===== src/rtl/weight_glb_fill_ctrl_pkg.sv =====
// Shared types and lookups for the weight fill path: layer-type encodings,
// per-type weight counts and the partial-last-word lane mask.
package weight_glb_fill_ctrl_pkg;

    // Encodings shared with the GLB-to-PE weight load controller.
    typedef enum logic [1:0] {
        POINTWISE = 2'd0,
        DEPTHWISE = 2'd1,
        STANDARD  = 2'd2,
        LINEAR    = 2'd3
    } layer_type_e;

    typedef enum logic [1:0] {
        StIdle = 2'd0,
        StFill = 2'd1,
        StDone = 2'd2
    } fill_state_e;

    localparam int unsigned WordCntW = 9;

    function automatic logic [10:0] weight_count(input logic [1:0] layer_type);
        case (layer_type)
            POINTWISE: weight_count = 11'd1024;
            DEPTHWISE: weight_count = 11'd90;
            STANDARD:  weight_count = 11'd900;
            LINEAR:    weight_count = 11'd1024;
            default:   weight_count = 11'd0;
        endcase
    endfunction

    // ceil(n/4); at most 256 so it fits the word counter.
    function automatic logic [WordCntW-1:0] word_count(input logic [10:0] n);
        word_count = WordCntW'((n + 11'd3) >> 2);
    endfunction

    function automatic logic [3:0] last_mask(input logic [1:0] rem);
        case (rem)
            2'd0:    last_mask = 4'b1111;
            2'd1:    last_mask = 4'b0001;
            2'd2:    last_mask = 4'b0011;
            default: last_mask = 4'b0111;
        endcase
    endfunction

endpackage


===== src/rtl/weight_glb_fill_ctrl.sv =====
// Packs a 32-bit DMA weight stream into the GLB from the layer's base address,
// masking unused lanes of a partial last word, and pulses done at the end.
module weight_glb_fill_ctrl
    import weight_glb_fill_ctrl_pkg::*;
(
    input  logic        clk,
    input  logic        rst_n,
    input  logic        start_i,
    input  logic [1:0]  layer_type_i,
    input  logic [31:0] weight_GLB_base_addr_i,
    input  logic        dma_valid_i,
    input  logic [31:0] dma_data_i,
    output logic        dma_ready_o,
    output logic [3:0]  glb_WEB_o,
    output logic [31:0] glb_addr_o,
    output logic [31:0] glb_wdata_o,
    output logic        busy_o,
    output logic        weight_fill_done_o
);

    fill_state_e          state_q, state_d;
    logic [31:0]          base_q, base_d;
    logic [WordCntW-1:0]  last_idx_q, last_idx_d;
    logic [3:0]           mask_q, mask_d;
    logic [WordCntW-1:0]  word_cnt_q, word_cnt_d;
    logic [3:0]           web_q, web_d;
    logic [31:0]          addr_q, addr_d;
    logic [31:0]          wdata_q, wdata_d;

    logic [10:0]          n_weights;
    logic [WordCntW-1:0]  n_words;
    logic                 is_last;

    assign n_weights = weight_count(layer_type_i);
    assign n_words   = word_count(n_weights);
    assign is_last   = (word_cnt_q == last_idx_q);

    always_comb begin
        state_d     = state_q;
        base_d      = base_q;
        last_idx_d  = last_idx_q;
        mask_d      = mask_q;
        word_cnt_d  = word_cnt_q;
        web_d       = 4'b0000;
        addr_d      = addr_q;
        wdata_d     = wdata_q;
        dma_ready_o = 1'b0;

        case (state_q)
            StIdle: begin
                if (start_i) begin
                    base_d     = weight_GLB_base_addr_i & ~32'd3;
                    last_idx_d = n_words - WordCntW'(1);
                    mask_d     = last_mask(n_weights[1:0]);
                    word_cnt_d = '0;
                    state_d    = (n_words != '0) ? StFill : StDone;
                end
            end
            StFill: begin
                dma_ready_o = 1'b1;
                if (dma_valid_i) begin
                    web_d      = is_last ? mask_q : 4'b1111;
                    addr_d     = base_q + {21'd0, word_cnt_q, 2'b00};
                    wdata_d    = dma_data_i;
                    word_cnt_d = word_cnt_q + WordCntW'(1);
                    if (is_last) begin
                        state_d = StDone;
                    end
                end
            end
            StDone: begin
                state_d = StIdle;
            end
            default: begin
                state_d = StIdle;
            end
        endcase
    end

    always_ff @(posedge clk or negedge rst_n) begin
        if (!rst_n) begin
            state_q    <= StIdle;
            base_q     <= '0;
            last_idx_q <= '0;
            mask_q     <= '0;
            word_cnt_q <= '0;
            web_q      <= '0;
            addr_q     <= '0;
            wdata_q    <= '0;
        end else begin
            state_q    <= state_d;
            base_q     <= base_d;
            last_idx_q <= last_idx_d;
            mask_q     <= mask_d;
            word_cnt_q <= word_cnt_d;
            web_q      <= web_d;
            addr_q     <= addr_d;
            wdata_q    <= wdata_d;
        end
    end

    assign glb_WEB_o          = web_q;
    assign glb_addr_o         = addr_q;
    assign glb_wdata_o        = wdata_q;
    assign busy_o             = (state_q != StIdle);
    assign weight_fill_done_o = (state_q == StDone);

endmodule

===== config.mk =====
export PLATFORM = sky130hd
export DESIGN_NAME = weight_glb_fill_ctrl
export DESIGN_NICKNAME = d
export VERILOG_FILES = /design/src/rtl/weight_glb_fill_ctrl_pkg.sv /design/src/rtl/weight_glb_fill_ctrl.sv
export SDC_FILE = /design/constraint.sdc
export NUM_CORES = 1
export LEC_CHECK = 0
export ABC_CLOCK_PERIOD_IN_PS = 1900
export CAP_MARGIN = 20
export CORE_MARGIN = 2
export CORE_UTILIZATION = 44
export CTS_CLUSTER_DIAMETER = 50
export DETAILED_ROUTE_END_ITERATION = 10
export MAX_ROUTING_LAYER = met4
export PLACE_DENSITY = 0.74
export SLEW_MARGIN = 20
export SYNTH_ARGS = -nofsm -noshare
export SYNTH_HDL_FRONTEND = slang
export SYNTH_SLANG_ARGS = --single-unit
export TNS_END_PERCENT = 20

===== constraint.sdc =====
create_clock -name clk -period 1.9 [get_ports clk]
set_input_delay 0.19 -clock clk [delete_from_list [all_inputs] [get_ports clk]]
set_output_delay 0.19 -clock clk [all_outputs]
set_load 0.01 [all_outputs]

# --- Word level (Yosys, flattened, before mapping) ---
# Index checks and enable logic that the tools add are counted.
word_totals:
  register_bits: 122
  in_bits: 70
  out_inout_bits: 71
  word_cells: 48
op_classes:
  addsub: 4
  eq_ne: 11
  muxes: 14
  reduce_logical: 11
op_table:
  columns: ["op", "n"]
  rows:
  - ["$pmux 11 s3", 1]
  - ["$add 32x11->32", 1]
  - ["$mux 9", 2]
  - ["$pmux 9 s2", 1]
  - ["$mux 4", 3]
  - ["$pmux 4 s3", 1]
  - ["$add 11x2->11 const B", 1]
  - ["$add 9x1->9 const B", 1]
  - ["$eq 9x9->1", 1]
  - ["$reduce_bool 9->1", 1]
  - ["$sub 9x1->9 const B", 1]
  - ["$eq 2x2->1 const B", 4]
  - ["$mux 2", 4]
  - ["$eq 2x1->1 const B", 3]
  - ["$logic_not 2->1", 3]
  - ["$ne 2x2->1 const B", 3]
  - ["$reduce_and 3->1", 2]
  - ["$pmux 2 s2", 1]
  - ["$reduce_and 2->1", 2]
  - ["$reduce_bool 2->1", 2]
  - ["$reduce_or 2->1", 1]
  - ["$mux 1", 1]

# --- Logic depth before layout (Yosys ltp) ---
depth:
  ltp_word: 8
  mapped_depth: 10
  ltp_nobuf: 10

# --- Least setup slack after synthesis ---
# OpenSTA, ideal clock, no wires.
synth_path:
  kind: "register to register"
  from: "reg word_cnt_q[0]"
  to: "reg addr_q[16], in the netlist glb_addr_o[16]"
  t_arrival_ns: 1.978
  setup_slack_ns: -0.207
  path_stages_with_launch: 11
  n_path_buf: 0
  synth_period_minus_slack_ns: 2.107
  cell_sequence: "dfrtp_1 -> ha_1 -> inv_1 -> fa_1 -> nor2b_1 -> o21ai_0 -> a21oi_2 -> o21bai_1 -> a211oi_2 -> xnor2_1 -> o21ai_1"
synth_between:
  elab_chain_cells: 1
synth_rtl:
  columns: ["element", "line", "text"]
  rows:
  - ["start: declaration", "weight_glb_fill_ctrl.sv:25", "logic [WordCntW-1:0] word_cnt_q, word_cnt_d;"]
  - ["start signal: assignment", "weight_glb_fill_ctrl.sv:95", "word_cnt_q <= word_cnt_d;"]
  - ["$add 32x11->32", "weight_glb_fill_ctrl.sv:63", "addr_d = base_q + {21'd0, word_cnt_q, 2'b00};"]
  - ["end signal: assignment", "weight_glb_fill_ctrl.sv:97", "addr_q <= addr_d;"]
  - ["end: declaration", "weight_glb_fill_ctrl.sv:27", "logic [31:0] addr_q, addr_d;"]
# Every way passes these cells.
# A chain may end at the register's enable or synchronous reset.

# --- Worst setup path after layout ---
layout_path:
  from: "reg base_q[2]"
  to: "reg addr_q[16], in the netlist glb_addr_o[16]"
layout_between:
  elab_chain_cells: 1
layout_rtl:
  columns: ["element", "line", "text"]
  rows:
  - ["start: declaration", "weight_glb_fill_ctrl.sv:22", "logic [31:0] base_q, base_d;"]
  - ["start signal: assignment", "weight_glb_fill_ctrl.sv:92", "base_q <= base_d;"]
  - ["$add 32x11->32", "weight_glb_fill_ctrl.sv:63", null]
# Every way passes these cells.

==> impl_metrics.tcl <==
set metrics [dict create \
    status "finished, violations left" \
    violations "setup timing" \
    cts_buffer_depth 2 \
    synth_flop_cell "dfrtp_1" \
    h-tree-depth 3 \
    synth_area_leaders "dfrtp_1 54%, nand2_1 18%, o21ai_0 3.5%, ha_1 3.2%, xnor2_1 2.2%" \
    p_seq_share_pct 39.2 \
    io_buffers 136 \
    synth_xor_area_share_pct 4.30 \
    grt_max_degree 59 \
    wl_per_cell_um 13.9 \
    synth_compound_area_share_pct 9.65 \
    crit_path_start_kind "flop" \
    grt_pass1_wl_um 20400 \
    start_util_pct 44.8 \
    fin_worst_skew_ps 4.44 \
    synth.top_cell.area_share_pct 54.0 \
    synth_commonest_cells "243 x nand2_1, 110 x dfrtp_1, 36 x o21ai_0, 23 x clkbuf_1, 18 x nor2_1" \
    p_leak_nw 3.40 \
    nets 824 \
    synth-simple-area-share_pct 25.1 \
    async_reset_ff_share_pct 100 \
    diodes 0 \
    swShare_pct 35.5 \
    synth_top_family_by_area "simple AND/OR/NAND/NOR gates" \
    netlist_area_um2 5090 \
    drive_above_1_share_pct 11.1 \
    cts_buffers 9 \
    wl_met1_um 5500 \
    arrival_ps 2340 \
    rsz0062_at_grt "yes" \
    die_x_um 112 \
    vdd_drop_max_mv 0.665 \
    hold_path_class "in -> async" \
    grt_remaining_overflow 0 \
    required_ps 2130 \
    postRouteAntennaNets 0 \
    synth.most_common_cell "nand2_1" \
    vias_per_cell 4.98 \
    r2r_cells 11 \
    powerDensity_nw_per_um2 1420 \
    fin_area_um2 7280 \
    avgSynthCellArea_um2 8.81 \
    drv_slew 0 \
    top_layer_used "met4" \
    setup_viol 21 \
    num_rows 39 \
    synth_seq_cells 110 \
    met2_length_um 6270 \
    pwr-share-comb_pct 43.7 \
    slew_headroom_pct 60.4 \
    dp_slack_ps -281 \
    wl_um 12400 \
    fin_crit_ps 2110 \
    io_pins 141 \
    hold_viol 0 \
    gp_congestion 0.880 \
    wl_met3_um 413 \
    num_vias 4420 \
    finalCritPeriodShare_pct 111 \
    die_h_um 112 \
    die_area_um2 12500 \
    crit_type "reg -> reg" \
    cts.sinks 110 \
    drt_iter0_drc 178 \
    ys_types 43 \
    synthToLayoutAreaGrowth_pct 42.9 \
    drc_errors 0 \
    p_sw_w 0.00367 \
    intPower_w 0.00666 \
    r2r_end "glb_addr_o[16]" \
    worst-path-max-fanout 4 \
    synthMuxAreaShare_pct 0.221 \
    antenna_found_initial 0 \
    core_area_um2 11400 \
    r2r_setup_slack_ps -210 \
    yosysWarningCount 0 \
    tightest_slew_ps 592 \
    worst_slack_ps -206 \
    placedInstanceArea_um2 6890 \
    clockPowerShare_pct 17.2 \
    drv_cap 0 \
    max_freq_mhz 475 \
    cts_tree "built" \
    synth_cells 578 \
    dpl.hpwl_um 9100 \
    root_buffer "clkbuf_16" \
    dr.pass1.iters 4 \
    yosysTopAreaCell "dfrtp_1" \
    synth_edf_count 0 \
    grt_pass1_vias 4247 \
    synth_fa_ha_area_share_pct 3.59 \
    track_usage_pct 20.7 \
    clk_pin_slew_ps 70 \
    ys_seq_area_share_pct 54.0 \
    clk_latency_ps 340 \
    reg2reg_from "base_q[2]" \
    worstSetupEndpointType "flop" \
]
==> kinds of logic (layout without fill, tap and decap cells) <==
kind of cell,Yosys count,count (layout)
AND/OR/NAND/NOR,311,311
flip-flops,110,110
AO/OA/AOI/OAI,79,79
buffers and inverters,37,203
XOR/XNOR,25,25
adder cells (fa/ha/maj),14,14
other,1,2
multiplexers,1,1
==> flip-flops by register name, indices dropped and copies added (netlist names) <==
name and cells:
last_idx_q 4, base_q 30, glb_WEB_o 2, mask_q 1, state_q 2, word_cnt_q 9
glb_addr_o 30, glb_wdata_o 32
==> cell usage in the layout, fill, tap and decap left out, drive strengths merged, types with 3 or more instances in the layout <==
cell           synthesis  layout
nand4                  8       8
xnor2                 13      13
nor2b                  3       3
nand3                 14      14
and3                   6       6
inv                   10      10
o31ai                  3       3
o21ai                 43      43
ha                    13      13
clkbuf                23      13
o21a                   3       3
buf                    4      41
clkdlybuf4s50          0     135
a21o                   4       4
nor3                  10      10
xor2                  12      12
clkinv                 0       3
nor2                  18      18
nand2                243     243
a21oi                 11      11
dfrtp                110     110
==> per-layer routing <==
metal | GRT usage, % | vias to the layer above
met4 | 5.19 | 0
met1 | 26.9 | 2101
met2 | 34.3 | 101
li1 | - | 2203
met5 | - | -
met3 | 3.21 | 15
==> critical path, stage by stage, from the launching register on <==
cell      delay (ps)
dfrtp_1          350
ha_2             190
inv_2             40
fa_2             340
nor2b_2          130
o21ai_2           90
a21oi_4          230
buf_6            130
o21bai_4          60
a211oi_2         200
xnor2_1          140
o21ai_1           70
==> timing repair <==
item	CTS	global route
pin swaps	6	10
hold buffers	1	0
buffers inserted	0	3
setup endpoints to repair	22	30
resized for setup	11	13
endpoints found under the hold margin	30	0
==> layout make-up <==
type	instances	area, um2
tap	143	179
multi-input combinational	432	2290
clock inverter	3	18.8
clock buffer	13	260
sequential	110	2760
inverter	10	37.5
fill	930	4090
timing repair buffer	177	1740
==> power by group through the flow <==
stage	registers [W]	clock network, W	logic, W
finish	0.00405	0.00178	0.00451
detailed placement	0.00409	0	0.00445
global route	0.00417	0.00191	0.00501
CTS	0.00406	0.00180	0.00450
floorplan	0.00428	0	0.00186
global placement	0.00406	0	0.00435
==> how the worst max path moves through the flow <==
stage / start / end / slack, ps
after floorplan: word_cnt_q[0] / glb_addr_o[26] / -140
final: base_q[2] / glb_addr_o[16] / -210
after detailed placement: word_cnt_q[0] / glb_addr_o[20] / -280
after global placement: word_cnt_q[0] / glb_addr_o[26] / -170
after global routing: base_q[2] / glb_addr_o[20] / -370
after CTS: word_cnt_q[0] / glb_addr_o[20] / -190
==> through the flow <==
| step | instances | hold slack, ps | setup TNS (ps) | power [W] | utilization [%] |
|---|---|---|---|---|---|
| 2_1_floorplan | 579 | -106 | -1490 | 0.00614 | - |
| 3_3_place_gp | 868 | 152 | -1750 | 0.00841 | 60.6 |
| 3_5_place_dp | 868 | 157 | -2860 | 0.00855 | 60.6 |
| 4_1_cts | 885 | 334 | -2130 | 0.0104 | 63.4 |
| 5_1_grt | 888 | 360 | -5630 | 0.0111 | 64.0 |
| 6_report | 888 | 320 | -2240 | 0.0103 | 64.0 |
No activity file was read; power rests on OpenSTA's default activity.
==> patch 1: new RTL, same settings <==
Take the reset off `wdata_q` and load it in a clocked block of its own.
--- a/src/rtl/weight_glb_fill_ctrl.sv
+++ b/src/rtl/weight_glb_fill_ctrl.sv
@@ -87,5 +87,4 @@
             web_q      <= '0;
             addr_q     <= '0;
-            wdata_q    <= '0;
         end else begin
             state_q    <= state_d;
@@ -96,6 +95,9 @@
             web_q      <= web_d;
             addr_q     <= addr_d;
-            wdata_q    <= wdata_d;
         end
+    end
+
+    always_ff @(posedge clk) begin
+        wdata_q <= wdata_d;
     end
 
Function: differs if rst_n is asserted again (counterexample within 4 cycles, from zero or initial values and one cycle with rst_n low); with rst_n held inactive, the same outputs for 4 cycles.
==> patch 1 against the unedited design <==
- the run still ends with setup timing left
- sequential power decreased by 1%
- hold slack got worse by 0.018 ns
- global-route usage grew 0.15 points
- routed wire length down 2.0%
- fmax is 1.8% higher
- core utilization rose by 1.8 points
- design area down 1.5%
- critical path depth decreased by 4
- worst setup slack improved by 0.038 ns
- total power fell by 8.0%
- first-iteration DRC count up 3.9%
- sequential cell count stayed put
- synthesized area down 3.0%
- critical path type unchanged
- critical endpoint is now glb_addr_o[20]$_DFFE_PN0P_
- largest cell class unchanged
==> patch 1: results (changes against the unedited design) <==
final-clk-cell-share_pct: 3.25  # -0.59 points
clock_latency_ns: 0.38  # +0.04 ns
multiInputGateArea_um2: 2030  # -11%
fin_nets: 733  # -11%
ys_seq_area_share_pct: 59.0  # +4.9 points
post_dp_cell_area_um2: 6770  # -1.7%
worstPathMaxFanout: 5  # +1
n_all_buffers: 186  # +5.1%
yosys.area_share.adder_pct: 3.70  # +0.11 points
p_seq_mw: 4.00  # -1%
ys.flop_type: "dfrtp_1"
outcome: "finished, violations left"
clock-skew-final_ns: 0.00897  # +0.00453 ns
drt_iter0_markers: 185  # +3.9%
buf_share_pct: 24.8  # +0.92 points
vias: 3953  # -11%
grt_pass1_vias: 3888  # -8.5%
setup_violations: 19  # -9.5%
hpwl_um: 8890  # -2.3%
synthCells: 472  # -18%
ys_top_cells_by_area: "dfrtp_1, edfxtp_1, nand2_1"
comb.multi_input.count: 332  # -23%
synth_commonest_cells: "nand2_1, dfrtp_1, edfxtp_1"
fin_ws_ns: -0.168  # +0.0378 ns
clk_pin_slew_ns: 0.11  # +0.04 ns
netSwitchingFraction_pct: 35.4  # -0.086 points
synth_edf_count: 32  # +32
p_per_area_nw_per_um2: 1330  # -6.6%
vdd_drop_max_uv: 685  # +3.1%
finalWirelength_um: 12100  # -2.0%
power.leakage_nw: 3.16  # -7.0%
synth.area.mux_share_pct: 0.405  # +0.18 points
grt_pass1_wl_um: 18900  # -7.1%
synth_xor_area_share_pct: 4.79  # +0.49 points
grt_usage_pct: 20.8  # +0.15 points
drive_gt1_share_pct: 15.6  # +4.5 points
violations: "setup timing"
critical-path-top-delay-family: "simple AND/OR/NAND/NOR gates"
globalplace.congestion: 0.858  # -2.5%
fillers: 882  # -5.2%
netlist-cell-type-count: 49  # +14%
root_buffer: "clkbuf_8"
die_w_um: 110  # -1.5%
grt_max_degree: 40  # -32%
p_comb_mw: 3.88  # -14%
seq_share_pct: 40.6  # +2.8 points
via_per_inst: 4.98  # about the same
patch 1: per-stage QoR:
stage | worst slack (ns) | total power [mW] | setup TNS, ns
final | -0.168 | 9.51 | -1.84
after global routing | -0.246 | 10.2 | -3.90
after CTS | -0.163 | 9.45 | -1.71
after detailed placement | -0.144 | 7.78 | -2.28
after global placement | -0.117 | 7.64 | -1.62
after floorplan | -0.0819 | 5.73 | -0.837
patch 1: metal layers:
| layer | global-route usage (%) | wire length [um] | vias up |
|---|---|---|---|
| met3 | 5.23 | 893 | 10 |
| met5 | - | 0 | - |
| met4 | 4.52 | 113 | 0 |
| met1 | 26.4 | 5120 | 1856 |
| met2 | 34.0 | 5990 | 127 |
| li1 | - | - | 1960 |
patch 1: timing repair:
item	4_1_cts	5_1_grt
endpoints found under the setup margin	24	27
gates resized for setup	15	13
pin swaps	8	9
hold endpoints to repair	31	0
hold buffers	1	0
buffers inserted	3	1
gates cloned	0	1
patch 1: final timing paths:
| kind | start | to | slack, ns | cells after the start |
|---|---|---|---|---|
| min in group clk | weight_GLB_base_addr_i[20] | base_q[20]$_DFFE_PN0P_ | 0.33 | 3 |
| worst max register to register | word_cnt_q[5]$_DFFE_PN0P_ | glb_addr_o[20]$_DFFE_PN0P_ | -0.17 | 7 |
| worst max-delay path | word_cnt_q[5]$_DFFE_PN0P_ | glb_addr_o[20]$_DFFE_PN0P_ | -0.17 | 7 |
| worst min register to register | glb_addr_o[27]$_DFFE_PN0P_ | glb_addr_o[27]$_DFFE_PN0P_ | 0.49 | 2 |
| max in group asynchronous | rst_n | glb_addr_o[7]$_DFFE_PN0P_ | 1.05 | 3 |
| worst min-delay path | rst_n | base_q[14]$_DFFE_PN0P_ | 0.30 | 2 |
==> patch 2: new RTL, config.mk and constraints unchanged <==
Without the edit above. Set the package constant `WordCntW` to 8 (it was 9).
--- a/src/rtl/weight_glb_fill_ctrl_pkg.sv
+++ b/src/rtl/weight_glb_fill_ctrl_pkg.sv
@@ -17,5 +17,5 @@
     } fill_state_e;
 
-    localparam int unsigned WordCntW = 9;
+    localparam int unsigned WordCntW = 8;
 
     function automatic logic [10:0] weight_count(input logic [1:0] layer_type);
Formal check against the unedited RTL: not equivalent (Yosys sat finds a counterexample within 4 cycles, from zero or initial values and one cycle with rst_n low).
==> patch 2 against the unedited design <==
- combinational power grew 1%
- critical path depth shrank 4
- non-clock buffer count shrank 1
- sequential cell count shrank 2
- synthesized area shrank 1.8%
- total power grew 2.4%
- the run still ends with setup timing left
- worst setup slack gained 0.11 ns
- largest cell class unchanged
- routed wire length grew 6.3%
- largest power group unchanged
- fmax grew 5.5%
- sequential share of layout area shrank 0.43 points
- design area shrank 0.64%
- critical path type unchanged
==> patch 2: results (changes against the unedited design) <==
outcome: "finished, violations left"
violations: "setup timing"
dp.cells: 847  # -2.4%
synth_commonest_cells: "nand2_1, dfrtp_1, o21ai_0"
hpwl_um: 9440  # +3.8%
fin_ws_ns: -0.0958  # +0.110 ns
via_per_inst: 5.24  # +5.2%
p_comb_mw: 4.57  # +1%
post_dp_cell_area_um2: 6810  # -1.2%
grt_pass1_wl_um: 21300  # +4.7%
pre_cts_ws_ns: -0.0921  # +0.189 ns
wl_met1_um: 5790  # +5.3%
clkPwrFrac_pct: 18.6  # +1.4 points
setup_violations: 9  # -57%
comb.multi_input.count: 416  # -3.7%
p_sw_mw: 3.81  # +3.8%
crit_arrival_ns: 2.26  # -0.08 ns
n_all_buffers: 176  # -0.56%
synth_compound_area_share_pct: 9.40  # -0.25 points
grt_max_degree: 54  # -8.5%
grt_usage_pct: 21.7  # +1.0 points
grt_pass1_vias: 4418  # +4.0%
core_um2: 11000  # -3.4%
met3_usage_pct: 3.50  # +0.29 points
final-clk-cell-share_pct: 4.34  # +0.51 points
ys_top_cells_by_area: "dfrtp_1, nand2_1, o21ai_0"
synth.area.mux_share_pct: 0.200  # -0.021 points
grtUsageMet2_pct: 35.1  # +0.74 points
multiInputGateArea_um2: 2270  # -0.82%
fin_nets: 803  # -2.5%
clock_sinks: 108  # -1.8%
[patch 2: worst paths after layout]
path,from,end,slack [ns],cells after the start
max,base_q[4]$_DFFE_PN0P_,glb_addr_o[31]$_DFFE_PN0P_,-0.1,7
min,weight_GLB_base_addr_i[18],base_q[18]$_DFFE_PN0P_,0.37,3
max reg2reg,base_q[4]$_DFFE_PN0P_,glb_addr_o[31]$_DFFE_PN0P_,-0.1,7
min reg2reg,glb_wdata_o[8]$_DFFE_PN0P_,glb_wdata_o[8]$_DFFE_PN0P_,0.48,2
max in group asynchronous,rst_n,glb_addr_o[28]$_DFFE_PN0P_,0.87,3
min in group asynchronous,rst_n,glb_addr_o[19]$_DFFE_PN0P_,0.39,2
[patch 2: critical path, cell delays in order, from the launching register on]
cell and delay [ns]:
dfrtp_1 0.40, ha_1 0.34, o211ai_1 0.13, o211ai_1 0.21
buf_4 0.23, nand3_2 0.09, or3_1 0.36, a31oi_1 0.16
